<file path="src/rtl/boot_stream_arbiter.sv">
// Merges the boot manager's flash-protect stream and buffered UART bytes into one
// byte stream for the serial Wishbone master. Protect bytes go first, then UART bytes from the FIFO.
module boot_stream_arbiter #(
  parameter int unsigned FIFO_DEPTH = 16,
  localparam int unsigned LEVEL_BITS = $clog2(FIFO_DEPTH) + 1
) (
  input  logic                  clk,
  input  logic                  sreset,
  input  logic                  s_axis_protect_tvalid,
  output logic                  s_axis_protect_tready,
  input  logic [7:0]            s_axis_protect_tdata,
  input  logic                  protect_done,
  input  logic                  uart_rx_valid,
  input  logic [7:0]            uart_rx_data,
  output logic                  m_axis_tvalid,
  input  logic                  m_axis_tready,
  output logic [7:0]            m_axis_tdata,
  output logic [LEVEL_BITS-1:0] fifo_level,
  output logic                  uart_overflow
);

  localparam int unsigned PTR_BITS = $clog2(FIFO_DEPTH);

  typedef enum logic {
    PROTECT = 1'b0,
    PASS    = 1'b1
  } state_t;

  state_t                state, state_nxt;
  logic [7:0]            mem [FIFO_DEPTH];
  logic [PTR_BITS-1:0]   wr_ptr, rd_ptr;
  logic [LEVEL_BITS-1:0] level;
  logic                  overflow;
  logic                  full, empty, push, pop, drop;

  assign full  = (level == LEVEL_BITS'(FIFO_DEPTH));
  assign empty = (level == '0);

  always_ff @(posedge clk) begin
    if (sreset) state <= PROTECT;
    else        state <= state_nxt;
  end

  // Output mux: combinational pass-through while protecting, FIFO head afterwards.
  always_comb begin
    state_nxt             = state;
    m_axis_tvalid         = 1'b0;
    m_axis_tdata          = 8'h00;
    s_axis_protect_tready = 1'b0;
    if (!sreset) begin
      case (state)
        PROTECT: begin
          m_axis_tvalid         = s_axis_protect_tvalid;
          m_axis_tdata          = s_axis_protect_tdata;
          s_axis_protect_tready = m_axis_tready;
          if (protect_done) state_nxt = PASS;
        end
        PASS: begin
          m_axis_tvalid = !empty;
          m_axis_tdata  = mem[rd_ptr];
        end
      endcase
    end
  end

  // A pop in the same cycle frees a slot, so a full FIFO still accepts the byte.
  assign pop  = (state == PASS) && m_axis_tvalid && m_axis_tready;
  assign push = uart_rx_valid && (!full || pop);
  assign drop = uart_rx_valid && full && !pop;

  always_ff @(posedge clk) begin
    if (sreset) begin
      wr_ptr   <= '0;
      rd_ptr   <= '0;
      level    <= '0;
      overflow <= 1'b0;
    end else begin
      if (push) wr_ptr <= wr_ptr + PTR_BITS'(1);
      if (pop)  rd_ptr <= rd_ptr + PTR_BITS'(1);
      if (push && !pop)      level <= level + LEVEL_BITS'(1);
      else if (pop && !push) level <= level - LEVEL_BITS'(1);
      if (drop) overflow <= 1'b1;
    end
  end

  always_ff @(posedge clk) begin
    if (push) mem[wr_ptr] <= uart_rx_data;
  end

  assign fifo_level    = level;
  assign uart_overflow = overflow;

endmodule

</file>
<file path="config.mk">
export PLATFORM = sky130hd
export DESIGN_NAME = boot_stream_arbiter
export DESIGN_NICKNAME = d
export VERILOG_FILES = /design/src/rtl/boot_stream_arbiter.sv
export SDC_FILE = /design/constraint.sdc
export NUM_CORES = 1
export LEC_CHECK = 0
export BUFFER_PORTS_ARGS = -buffer_cell sky130_fd_sc_hd__buf_2
export CORE_ASPECT_RATIO = 1.5
export CORE_MARGIN = 2
export CORE_UTILIZATION = 35
export DETAILED_ROUTE_END_ITERATION = 6
export PLACE_DENSITY_LB_ADDON = 0.15
export SLEW_MARGIN = 20
export SYNTH_ARGS = -nofsm -noshare
export SYNTH_HDL_FRONTEND = slang
export SYNTH_SLANG_ARGS = --single-unit
</file>
<file path="constraint.sdc">
create_clock -name clk -period 4.11 [get_ports clk]
set_clock_uncertainty 0.1 [all_clocks]
set_input_delay 0.2055 -clock clk [delete_from_list [all_inputs] [get_ports clk]]
set_output_delay 0.2055 -clock clk [all_outputs]
set_load 0.02 [all_outputs]
</file>
==> flow_summary.toml <==
[final_layout]
syn2layout_area_growth_pct = 16.2
finalNonFillerCells = 669
diodes = 0
final_net_count = 478
layout-drive-gt1-share_pct = 17.4

[global_routing]
overflow = 0
wire_length_of_the_first_global_routing_pass_um = 20100
maximum_number_of_pins_on_one_net_before_global_route_repair = 46
global_route.usage.total_pct = 15.1
first_global_vias = 3331
grt_antenna_before_repair = 0

[placed_design]
place_hpwl_um = 9020
place.gp.congestion = 0.763
dp_cells = 636
portBuffers = 37

[yosys]
synthMuxAreaShare_pct = 11.6
synth.yosys.seq_area_share_pct = 69.9
synthesis.nets = 437
synth-seq-cells = 147
post_synth_xor_area_fraction_pct = 1.16
synthDistinctLibCells = 37
synth_cells = 405
yosys_warnings = 0
synth_fa_ha_area_share_pct = 2.20
synth_edf_count = 128
postSynthAreaPerCell_um2 = 14.9
synth-compound-area-share_pct = 5.47
synth_ff_type = "edfxtp_1"
synthesis.area_um2 = 6040
synth_top_family_by_area = "multiplexers"
yosys.area_share.simple_pct = 7.60
async_reset_ff_share_pct = 0

[clock_network]
cts-buffers-inserted = 17
cts_post_setup_buffers_inserted = 0
cts_hold_repair.buffers = 1
clockBufferDepth = 2
tritoncts = "built"
clock_sink_count = 147
post_cts.resized_instances = 0
clkLatencyLatePin_ns = 0.42
cts_htree_levels = 4
clockRootBuffer = "clkbuf_16"
clk_pin_slew_ns = 0.06

[floorplanning]
initial_core_util_pct = 35.9
ioPinCount = 38
dieWidth_um = 111
fp.dieArea_um2 = 18300
placeableCoreArea_um2 = 16800
floorplan.die.height_um = 165
core.rowCount = 58

[worst_setup_path]
critPathMostFrequentCell = "ha_1"
worstRegToRegCells = 9
path_cells = "or4_4 -> o31a_1 -> ha_1 -> inv_1 -> ha_1 -> a21o_1 -> a21oi_1 -> mux2i_1 -> mux2_2"
cp-end-kind = "flop"
critical_path_buf_inv_count = 1
critical_path.top_delay_family = "compound AO/OA/AOI/OAI gates"
worst-r2r-setup-slack_ns = 0.86
worst_r2r_startpoint = "fifo_level[0]"
critical-path-slowest-cell = "or4_4"
critical_path_start_end_classification = "reg2reg"
critical-path-max-stage-delay_ns = 0.62
worst_setup_path_start_kind = "flop"
cp.arrival_ns = 3.46
worst_ep_required_time_ns = 4.31
worst_r2r_endpoint = "fifo_level[4]"
worst-path-max-fanout = 7

[routing]
dr.first_iter.drc_count = 195
firstDrtPassIters = 4
detail-route-antenna-nets = 0
drc = 0
viasPerCell = 5.03
routed_wl_um = 13400
detailroute.via_count = 3366
routed_wirelength_normalized_by_instance_count_um = 20.0

[timing]
max_freq_mhz = 307
final_min_period_over_clock_period_pct = 79.2
final-hold-violation-count = 0
setup_viol = 0
final-max-slew-violation-count = 0
fin_setup_tns_ns = 0
worst_margin_slew_ns = 0.962
grt_setup_unrepaired = "false"
finalCriticalPeriod_ns = 3.25
slew-limit-headroom_pct = 35.6

[power]
p_per_area_nw_per_um2 = 520
power_leakage_nw = 2.35
worst_ir_drop_vdd_v = 0.000288

[worst_hold_path]
holdPathEnd = "uart_overflow"
holdPathStages = 3
hold_path_startpoint = "uart_rx_valid"
min-delay-path-class = "in2reg"

[run]
drv_cap = 0

[status]
outcome = "finished clean"
## worst max-delay path by stage
stage / from / slack (ns) / endpoint / cells past startpoint
finish: fifo_level[0] / 0.86 / fifo_level[4] / 9
global placement: fifo_level[0] / 0.87 / fifo_level[4] / 9
CTS: fifo_level[0] / 0.82 / fifo_level[4] / 9
floorplan: fifo_level[0] / 0.90 / fifo_level[4] / 11
detailed placement: fifo_level[0] / 0.85 / fifo_level[4] / 9
global route: fifo_level[0] / 0.66 / fifo_level[4] / 9
## cells in the mapped netlist (3+ instances only)
master,number,area share [%]
edfxtp_1,128,64
mux2i_1,68,11
nand3_1,24,2.0
xor2_1,6,0.87
nor2_1,37,2.3
buf_2,6,0.50
nor3_1,4,0.33
ha_1,9,1.9
nand2_1,20,1.2
a22oi_1,24,3.0
inv_1,4,0.25
a21oi_1,11,0.91
nor2b_1,3,0.31
dfxtp_1,19,6.3
clkbuf_1,13,0.81
## metal layers
| layer | share of wire (%) | track usage [%] |
|---|---|---|
| met1 | 39 | 16.6 |
| met2 | 56 | 28.7 |
| met3 | 3.0 | 3.19 |
| met4 | 1.6 | 5.22 |
| met5 | 0 | 0 |
## registers in the layout (all words and copies together) (netlist names), named ones only
register / flops
wr_ptr: 4
rd_ptr: 4
fifo_level: 5
state: 1
uart_overflow: 1
mem: 128
## worst reg2reg max path: stages, from the launching register on
cell,delay [ns]
dfxtp_1,0.37
or4_4,0.62
o31a_1,0.42
ha_1,0.26
inv_1,0.15
ha_1,0.30
a21o_1,0.19
a21oi_1,0.18
mux2i_1,0.21
mux2_2,0.34
## layout make-up
type,count,area [um^2]
Inverter,4,15.0
Clock buffer,23,490
Fill cell,1552,9820
Clock inverter,9,65.1
Multi-Input combinational cell,232,1710
Timing Repair Buffer,44,253
Sequential cell,147,4230
Tap cell,210,263
## cells in the final DEF, fill, tap and decap left out, drive strengths merged, types with 2 or more instances in the layout
| master | count |
|---|---|
| mux2 | 2 |
| o211ai | 2 |
| nand3 | 24 |
| a21o | 2 |
| nor3 | 4 |
| and2 | 2 |
| nand2 | 20 |
| dfxtp | 19 |
| nor2b | 3 |
| a21oi | 11 |
| clkbuf | 23 |
| xor2 | 6 |
| inv | 11 |
| xnor2 | 2 |
| mux2i | 68 |
| ha | 9 |
| edfxtp | 128 |
| buf | 43 |
| nand3b | 2 |
| nor2 | 37 |
| nand2b | 2 |
| a22oi | 24 |
## stage by stage
step | util (%) | hold WS [ns] | power (W) | instance area, um^2 | setup slack (ns)
after CTS | 41.7 | 0.00828 | 0.00369 | 7020 | 0.822
final | 41.7 | 0.0143 | 0.00365 | 7020 | 0.856
after detailed placement | 38.3 | 0.326 | 0.00224 | 6450 | 0.854
after global routing | 41.7 | 0.0481 | 0.00379 | 7020 | 0.659
after global placement | 38.3 | 0.315 | 0.00223 | 6450 | 0.874
after floorplan | - | 0.204 | 0.00210 | 6040 | 0.903
## power breakdown
group	switching (W)	internal [W]	leakage, nW
Combinational	0.000280	0.000171	0.769
Sequential	0.0000522	0.00170	1.31
Clock	0.000602	0.000851	0.275
Total	0.000934	0.00272	2.35
## cell families (layout without fill, tap and decap cells)
family          after synthesis  count (layout)
simple gates                 99              99
fa+ha+maj                    10              10
flops                       147             147
xor+xnor                      8               8
buf+inv                      26              80
compound gates               45              45
mux                          70              70
No activity file was read; power rests on OpenSTA's default activity.
